File: src/rtl/color_centroid_tracker.sv
// color_centroid_tracker: per-frame RGB window match accumulator with sequential centroid divider
module color_centroid_tracker #(
  parameter int H_ACTIVE = 640,
  parameter int V_ACTIVE = 480
) (
  input  logic        CLK,
  input  logic        Reset,
  input  logic        run,
  input  logic        FVAL,
  input  logic        DVAL,
  input  logic [10:0] X,
  input  logic [10:0] Y,
  input  logic [9:0]  Rin,
  input  logic [9:0]  Gin,
  input  logic [9:0]  Bin,
  input  logic [9:0]  red_lo,
  input  logic [9:0]  red_hi,
  input  logic [9:0]  green_lo,
  input  logic [9:0]  green_hi,
  input  logic [9:0]  blue_lo,
  input  logic [9:0]  blue_hi,
  input  logic [19:0] min_count,
  output logic [9:0]  posX,
  output logic [9:0]  posY,
  output logic [9:0]  box_x0,
  output logic [9:0]  box_x1,
  output logic [9:0]  box_y0,
  output logic [9:0]  box_y1,
  output logic [19:0] count,
  output logic        found,
  output logic        done,
  output logic        busy,
  output logic        overrun
);
  localparam logic [10:0] H_LIM = 11'(H_ACTIVE);
  localparam logic [10:0] V_LIM = 11'(V_ACTIVE);
  typedef enum logic [1:0] {S_IDLE, S_DIV, S_DONE} state_t;
  state_t state, nxt;
  logic hit, m1, fval_q, eof1, eof2, rise, snap, step, fin, ok, gx, gy;
  logic [9:0] x1, y1;
  logic [9:0] min_x, min_y, max_x, max_y;
  logic [9:0] b_mnx, b_mny, b_mxx, b_mxy;
  logic [9:0] s_mnx, s_mny, s_mxx, s_mxy;
  logic [19:0] cnt, b_cnt, s_cnt, rx, ry;
  logic [29:0] sum_x, sum_y, b_sx, b_sy, qx, qy;
  logic [20:0] tx, ty;
  logic [4:0] iter;
  assign hit = DVAL && run && X < H_LIM && Y < V_LIM &&
               Rin >= red_lo && Rin <= red_hi &&
               Gin >= green_lo && Gin <= green_hi &&
               Bin >= blue_lo && Bin <= blue_hi;
  assign rise = FVAL && !fval_q;
  assign tx = {rx, qx[29]};
  assign ty = {ry, qy[29]};
  assign gx = tx >= {1'b0, s_cnt};
  assign gy = ty >= {1'b0, s_cnt};
  assign ok = s_cnt != '0 && s_cnt >= min_count;
  // classify pixel, capture coordinates, and build the delayed end-of-frame strobe
  always_ff @(posedge CLK) begin
    if (Reset) begin
      m1     <= 1'b0;
      x1     <= '0;
      y1     <= '0;
      fval_q <= 1'b0;
      eof1   <= 1'b0;
      eof2   <= 1'b0;
    end else begin
      m1     <= hit;
      x1     <= X[9:0];
      y1     <= Y[9:0];
      fval_q <= FVAL;
      eof1   <= !FVAL && fval_q;
      eof2   <= eof1;
    end
  end
  // accumulator base: init values on frame start so a match on that edge counts first
  always_comb begin
    b_cnt = rise ? '0 : cnt;
    b_sx  = rise ? '0 : sum_x;
    b_sy  = rise ? '0 : sum_y;
    b_mnx = rise ? 10'd1023 : min_x;
    b_mny = rise ? 10'd1023 : min_y;
    b_mxx = rise ? 10'd0 : max_x;
    b_mxy = rise ? 10'd0 : max_y;
  end
  // frame accumulators for count, coordinate sums and bounding box
  always_ff @(posedge CLK) begin
    if (Reset) begin
      cnt   <= '0;
      sum_x <= '0;
      sum_y <= '0;
      min_x <= 10'd1023;
      min_y <= 10'd1023;
      max_x <= '0;
      max_y <= '0;
    end else begin
      cnt   <= m1 ? b_cnt + 20'd1 : b_cnt;
      sum_x <= m1 ? b_sx + 30'(x1) : b_sx;
      sum_y <= m1 ? b_sy + 30'(y1) : b_sy;
      min_x <= (m1 && x1 < b_mnx) ? x1 : b_mnx;
      min_y <= (m1 && y1 < b_mny) ? y1 : b_mny;
      max_x <= (m1 && x1 > b_mxx) ? x1 : b_mxx;
      max_y <= (m1 && y1 > b_mxy) ? y1 : b_mxy;
    end
  end
  // state register
  always_ff @(posedge CLK) begin
    if (Reset) state <= S_IDLE;
    else state <= nxt;
  end
  // next state: wait for EOF, run 30 divide steps, spend one cycle publishing
  always_comb begin
    nxt = state == S_IDLE ? (eof2 ? S_DIV : S_IDLE) :
          state == S_DIV  ? (iter == 5'd29 ? S_DONE : S_DIV) : S_IDLE;
  end
  // state decode
  always_comb begin
    busy = state != S_IDLE;
    snap = state == S_IDLE && eof2;
    step = state == S_DIV;
    fin  = state == S_DONE;
  end
  // snapshot operands and run both restoring dividers one quotient bit per cycle
  always_ff @(posedge CLK) begin
    if (Reset) begin
      iter  <= '0;
      s_cnt <= '0;
      s_mnx <= '0;
      s_mny <= '0;
      s_mxx <= '0;
      s_mxy <= '0;
      qx    <= '0;
      qy    <= '0;
      rx    <= '0;
      ry    <= '0;
    end else if (snap) begin
      iter  <= '0;
      s_cnt <= cnt;
      s_mnx <= min_x;
      s_mny <= min_y;
      s_mxx <= max_x;
      s_mxy <= max_y;
      qx    <= sum_x;
      qy    <= sum_y;
      rx    <= '0;
      ry    <= '0;
    end else if (step) begin
      iter <= iter + 5'd1;
      qx   <= {qx[28:0], gx};
      qy   <= {qy[28:0], gy};
      rx   <= gx ? 20'(tx - {1'b0, s_cnt}) : tx[19:0];
      ry   <= gy ? 20'(ty - {1'b0, s_cnt}) : ty[19:0];
    end
  end
  // publish results; a failed detection keeps the previous position and box
  always_ff @(posedge CLK) begin
    if (Reset) begin
      posX    <= '0;
      posY    <= '0;
      box_x0  <= '0;
      box_x1  <= '0;
      box_y0  <= '0;
      box_y1  <= '0;
      count   <= '0;
      found   <= 1'b0;
      done    <= 1'b0;
      overrun <= 1'b0;
    end else begin
      done <= fin;
      if (eof2 && state != S_IDLE) overrun <= 1'b1;
      if (fin) begin
        count <= s_cnt;
        found <= ok;
        if (ok) begin
          posX   <= qx[9:0];
          posY   <= qy[9:0];
          box_x0 <= s_mnx;
          box_x1 <= s_mxx;
          box_y0 <= s_mny;
          box_y1 <= s_mxy;
        end
      end
    end
  end
endmodule
File: config.mk
export PLATFORM = sky130hd
export DESIGN_NAME = color_centroid_tracker
export DESIGN_NICKNAME = d
export VERILOG_FILES = /design/src/rtl/color_centroid_tracker.sv
export SDC_FILE = /design/constraint.sdc
export NUM_CORES = 1
export LEC_CHECK = 0
export BUFFER_PORTS_ARGS = -buffer_cell sky130_fd_sc_hd__buf_2
export CAP_MARGIN = 20
export CORE_UTILIZATION = 40
export DETAILED_ROUTE_END_ITERATION = 16
export GPL_TIMING_DRIVEN = 0
export PLACE_DENSITY = 0.67
export RECOVER_POWER = 50
export SKIP_LAST_GASP = 1
export SLEW_MARGIN = 20
export SYNTH_ARGS = -nofsm -noshare
export SYNTH_HDL_FRONTEND = slang
export SYNTH_SLANG_ARGS = --single-unit
File: constraint.sdc
create_clock -name CLK -period 5.67 [get_ports CLK]
set_clock_uncertainty 0.05 [all_clocks]
set_input_delay 0.2835 -clock CLK [delete_from_list [all_inputs] [get_ports CLK]]
set_output_delay 0.2835 -clock CLK [all_outputs]
set_load 0.005 [all_outputs]
==> impl_metrics.csv, run 1 <==
group,metric,value,unit
clock_network,insertion_delay,0.57,ns
pwr,power_density,248,nW/um^2
sta,setup-violations-final,0,
final_layout,syn_to_final_growth,16.4,%
hold_path,min_path_type,"in -> reg",
global_route,antenna_found_initial,0,
clock_network,cts_sinks,394,
routing,routed_wl,64100,um
global_route,grt_max_degree,14,
routing,vias,19700,
routing,antenna_left,0,
sta,drv_slew,0,
synthesis,synth_top_area_share,37.0,%
global_route,grt-ovfl-total,0,
die,die_w,233,um
final_layout,design_area,24800,um^2
worst_setup_path,path_max_fanout,10,
sta,fin_crit_sh,89.1,%
final_layout,antenna_cells,0,
synthesis,yosys.area.top_type,"dfxtp_1",
synthesis,ys_types,74,
sta,fin_ws,0.616,ns
final_layout,drive_above_1_share,9.73,%
synthesis,synth.most_common_cell,"nand2_1",
synthesis,synthTopCellsByArea,"dfxtp_1, ha_1, nand2_1, a21oi_1, mux2i_1",
place,dpl.cell_count,3551,
global_route,grtUsageTotal,23.5,%
sta,holdWs,0.0608,ns
pwr,irDropWorstVdd,0.198,mV
routing,wire_per_inst,17.6,um
global_route,first_global_vias,18600,
synthesis,synthArstFlopShare,0,%
place,port_buffers,220,
sta,fin_setup_tns,0,ns
synthesis,avgSynthCellArea,8.06,um^2
worst_setup_path,critPathLaunchType,"input pin",
clock_network,cts_tree,"done",
synthesis,synth_edf_count,0,
place,pre_cts_slack,1.12,ns
synthesis,synth-seq-area-share,37.0,%
routing,drtPass1Iterations,5,
synthesis,synthesis.area,21300,um^2
sta,period_minus_slack,5.05,ns
synthesis,netlist_instances,2643,
clock_network,htreeDepth,2,
sta,worst_slew_pin_slew,1.25,ns
die,core,52600,um^2
die,pin_count,221,
worst_setup_path,end_kind,"flop",
synthesis,ys.flop_type,"dfxtp_1",
final_layout,stdcell_count,3647,
final_layout,n_fill_cell,5234,
run_status,status,"finished, final reports clean",
final_layout,fin_util,47.2,%
synthesis,ys_top_cells_by_count,"nand2_1, dfxtp_1, a21oi_1",
clock_network,cts_max_path_buffers,3,
pwr,design_power_total,6.16,mW
sta,rsz0062_at_grt,"no",
synthesis,synth_nets,2965,
place,placed_area,23300,um^2
place,dp_hpwl,48200,um
die,rows,84,
sta,relSlewSlack,16.9,%
worst_setup_path,cp_data_arrival_time,5.41,ns
worst_setup_path,critPathKind,"in -> reg",
routing,vias_per_cell,5.40,
die,die_h,233,um
clock_network,numCtsBuffers,43,
routing,drt_iter0_drc,1576,
clock_network,post_cts_buffers,0,
synthesis,ys_ff_latch,394,
die,dieArea,54200,um^2
die,initial_core_util,40.6,%
global_route,grt_pass1_wl,101000,um
routing,post-route-drc-count,0,
place,globalplace.congestion,0.951,
clock_network,cts-root-buf,"clkbuf_16",
worst_setup_path,worstPathRequired,6.02,ns
pwr,leakagePower,9.84,nW
synthesis,yosysWarnings,0,
sta,hold_viol_final,0,
flow_run,cap_violations,0,
sta,fmax,198,MHz
clock_network,clkTransAtPathRegs,0.06,ns
final_layout,nets,3251,
-- placed cells by master, fill, tap and decap left out, types with 17 or more instances in the layout --
cell           netlist  routed
a211oi_1            18      18
a21o_1              37      37
a21oi_1            281     281
a22oi_1             62      62
and2_1              32      30
and3_1              18      18
buf_2               11     176
clkbuf_1           119     185
clkbuf_16            0      44
dfxtp_1            394     394
dlygate4sd3_1        0      21
ha_1               181     181
inv_1              134     134
mux2i_1             91      91
nand2_1            504     504
nand2b_1            17      17
nand3_1             56      56
nand4_1             27      27
nor2_1             151     151
nor2b_1             41      41
nor3_1              57      57
o21a_1              21      21
o21ai_0             80      80
or2_2               21      21
xnor2_1             46      46
xor2_1              40      40
-- final timing paths --
check / startpoint / to / slack (ns) / depth (start not counted)
worst min register to register: max_x[2] / s_mxx[2] / 0.40 / 2
worst min-delay path: X[10] / m1 / 0.06 / 6
worst max-delay path: FVAL / sum_x[29] / 0.62 / 15
worst max register to register: fval_q / sum_x[29] / 0.70 / 13
-- critical path, stage by stage --
cell           delay [ns]
dlygate4sd3_1        0.58
clkbuf_1             0.14
nand2b_1             0.07
clkbuf_1             0.64
clkbuf_1             0.54
buf_1                0.62
and2_1               0.26
ha_1                 0.28
a21oi_1              0.27
o31ai_1              0.22
a2111oi_0            0.75
buf_2                0.38
nor4_1               0.12
xor2_1               0.18
nor2_1               0.05
-- where the power goes --
| part | switching, mW | internal (mW) |
|---|---|---|
| Combinational | 0.337 | 0.214 |
| Sequential | 0.0268 | 2.78 |
| Clock | 1.17 | 1.62 |
| Total | 1.54 | 4.62 |
-- per-layer routing --
metal	up-vias	global-route usage [%]	wire, um
met4	0	7.01	1670
li1	9786	-	-
met3	90	3.88	4410
met1	9178	31.3	28900
met5	-	0	0
met2	628	38.8	29100
-- sequential cells by signal (all words and copies together), names as in the netlist, 20 cells and up --
register	count
cnt	20
qy	30
count	20
rx	20
ry	20
qx	30
sum_x	30
sum_y	30
s_cnt	20
-- timing repair --
item,CTS,global route
hold buffers,21,0
endpoints found under the hold margin,22,0
resized for setup,0,0
-- final cells by class --
class	count	area, um^2	area share, %
Multi-Input combinational cell	1973	12400	49.8
Clock inverter	14	148	0.595
Inverter	134	503	2.03
Tap cell	688	861	3.47
Timing Repair Buffer	241	1240	5.01
Sequential cell	394	7890	31.8
Buffer	142	568	2.29
Clock buffer	61	1240	5.02
-- cells by family (layout without fill, tap and decap cells) --
| family | count (synthesis) | count (layout) | synth area share (%) |
|---|---|---|---|
| xor gates and xnor gates | 86 | 86 | 3.53 |
| adders and majority gates | 185 | 185 | 11.0 |
| and+or+nand+nor | 984 | 984 | 20.9 |
| AOI/OAI and AO/OA | 627 | 627 | 18.2 |
| DFF | 394 | 394 | 37.0 |
| muxes | 91 | 91 | 4.27 |
| buffers and inverters | 276 | 592 | 5.03 |
No activity file was read; power rests on OpenSTA's default activity.
==> run 2, diff against run 1 <==
--- a/config.mk
+++ b/config.mk
@@ -5,6 +5,7 @@
 export SDC_FILE = /design/constraint.sdc
 export NUM_CORES = 1
 export LEC_CHECK = 0
+export ABC_AREA = 1
 export BUFFER_PORTS_ARGS = -buffer_cell sky130_fd_sc_hd__buf_2
 export CAP_MARGIN = 20
 export CORE_UTILIZATION = 40
==> impl_metrics.csv, run 2 <==
group,metric,value,unit
synthesis,synth.most_common_cell,"nand2_1",
routing,drt_iter0_drc,2050,
place,dpl.cell_count,4393,
routing,antenna_left,0,
run_status,status,"finished, final reports clean",
clock_network,htreeDepth,2,
clock_network,cts_tree,"done",
worst_setup_path,end_kind,"flop",
die,initial_core_util,40.6,%
sta,relSlewSlack,25.6,%
global_route,grtUsageTotal,24.6,%
final_layout,syn_to_final_growth,16.3,%
final_layout,drive_above_1_share,9.04,%
place,placed_area,25100,um^2
die,pin_count,221,
sta,hold_viol_final,0,
place,dp_hpwl,57200,um
die,die_w,242,um
global_route,grt-ovfl-total,0,
pwr,leakagePower,12.1,nW
synthesis,yosys.area.top_type,"dfxtp_1",
worst_setup_path,critPathKind,"in -> reg",
routing,wire_per_inst,16.4,um
die,die_h,242,um
synthesis,synth_edf_count,0,
routing,post-route-drc-count,0,
synthesis,ys.flop_type,"dfxtp_1",
synthesis,synth-seq-area-share,34.2,%
sta,worst_slew_pin_slew,1.12,ns
synthesis,synth_nets,3740,
clock_network,post_cts_buffers,0,
pwr,design_power_total,6.59,mW
place,globalplace.congestion,0.948,
global_route,first_global_vias,21300,
synthesis,ys_top_cells_by_count,"nand2_1, inv_1, nor2_1",
final_layout,antenna_cells,0,
final_layout,design_area,26800,um^2
final_layout,layout_common_cells,"nand2_1, inv_1, nor2_1",
final_layout,stdcell_count,4493,
worst_setup_path,path_max_fanout,10,
synthesis,synthTopCellsByArea,"dfxtp_1, nand2_1, ha_1, inv_1, nor2_1",
routing,drtPass1Iterations,6,
global_route,grt_pass1_wl,115000,um
clock_network,insertion_delay,0.60,ns
sta,period_minus_slack,3.92,ns
synthesis,synth_top_area_share,34.2,%
synthesis,netlist_instances,3418,
synthesis,avgSynthCellArea,6.74,um^2
worst_setup_path,worstPathRequired,6.10,ns
synthesis,ys_ff_latch,394,
routing,routed_wl,73700,um
sta,fin_crit_sh,69.1,%
clock_network,cts_max_path_buffers,3,
worst_setup_path,cp_data_arrival_time,4.35,ns
die,dieArea,58600,um^2
clock_network,cts-root-buf,"clkbuf_16",
hold_path,min_path_type,"in -> reg",
clock_network,clkTransAtPathRegs,0.06,ns
sta,rsz0062_at_grt,"no",
sta,fmax,255,MHz
die,rows,87,
sta,drv_slew,0,
synthesis,synthArstFlopShare,0,%
global_route,grt_max_degree,14,
global_route,antenna_found_initial,1,
synthesis,ys_types,52,
clock_network,cts_sinks,394,
clock_network,numCtsBuffers,44,
pwr,power_density,246,nW/um^2
final_layout,nets,4026,
sta,fin_setup_tns,0,ns
worst_setup_path,critPathLaunchType,"input pin",
sta,setup-violations-final,0,
place,port_buffers,219,
routing,vias_per_cell,5.13,
die,core,56700,um^2
final_layout,final_common_cell,"nand2_1",
routing,vias,23100,
synthesis,synthesis.area,23100,um^2
synthesis,yosysWarnings,0,
pwr,irDropWorstVdd,0.183,mV
flow_run,cap_violations,0,
-- run 2: cell types whose count changed after synthesis, sizes merged, moves of 77 or more --
cell	before	now
inv	134	541
nor2	152	508
nand3	56	227
nand2	504	640
mux2i	91	0
o21ai	94	171
-- run 2: path summary, 6_finish.rpt --
| path | cells past startpoint | slack [ns] | startpoint | end |
|---|---|---|---|---|
| worst max-delay path | 16 | 1.75 | FVAL | sum_y[7] |
| worst min-delay path | 8 | 0.23 | X[10] | m1 |
| worst max register to register | 13 | 1.88 | fval_q | sum_y[7] |
| worst min register to register | 2 | 0.36 | eof1 | eof2 |
-- run 2: cell type report --
type / count / area, um^2
fill: 5868 / 29900
clock buffer: 63 / 1340
clock inverter: 16 / 233
buffer: 149 / 649
timing repair buffer: 240 / 1260
sequential: 394 / 7890
tap: 756 / 946
inverter: 544 / 2040
multi-input combinational: 2331 / 12500
-- run 2: cells by family (layout without fill, tap and decap cells) --
group	count (synthesis)	after routing	share of synthesized area [%]
adders and majority gates	185	185	10.2
AOI/OAI and AO/OA	611	611	14.7
DFF	394	394	34.2
buffers and inverters	693	1012	11.7
and+or+nand+nor	1502	1502	27.9
xor gates and xnor gates	33	33	1.25
-- run 2: timing repair --
| item | in CTS | in global routing |
|---|---|---|
| hold buffers | 21 | 0 |
| resized for setup | 0 | 0 |
| endpoints found under the hold margin | 22 | 0 |
| setup endpoints to repair | 0 | 0 |
-- run 2: stage by stage --
stage | hold slack (ns) | utilization [%] | setup WS (ns)
2_1_floorplan | 0.313 | - | 2.99
3_3_place_gp | 0.348 | 44.2 | 1.97
3_5_place_dp | 0.352 | 44.2 | 1.96
4_1_cts | 0.251 | 47.4 | 2.02
5_1_grt | 0.309 | 47.3 | 1.55
6_report | 0.231 | 47.3 | 1.75
-- run 2: routing by layer --
layer	share of wire, %	routed length [um]	track usage (%)	up-vias
li1	-	-	-	11600
met3	7.2	5340	4.14	132
met1	45	33000	32.9	10600
met4	3.2	2380	8.10	2
met2	45	32900	40.1	743
met5	0.018	13	0	-
-- run 2: critical path, cell delays in order --
cell and delay [ns]:
dlygate4sd3_1 0.51, buf_2 0.18, inv_2 0.06, nor2_2 0.30, buf_6 0.27, buf_6 0.21
clkbuf_1 0.58, nor2_1 0.12, ha_1 0.37, nand3_1 0.10, nand3_1 0.14, a21boi_0 0.54
o21ai_0 0.24, xor2_1 0.18, o21ai_0 0.18, inv_1 0.05
-- run 2: power by group --
| part | switching (mW) | internal, mW | leakage [nW] |
|---|---|---|---|
| registers | 0.0261 | 2.78 | 3.18 |
| logic | 0.456 | 0.242 | 8.18 |
| clock network | 1.22 | 1.87 | 0.769 |
| total | 1.70 | 4.89 | 12.1 |
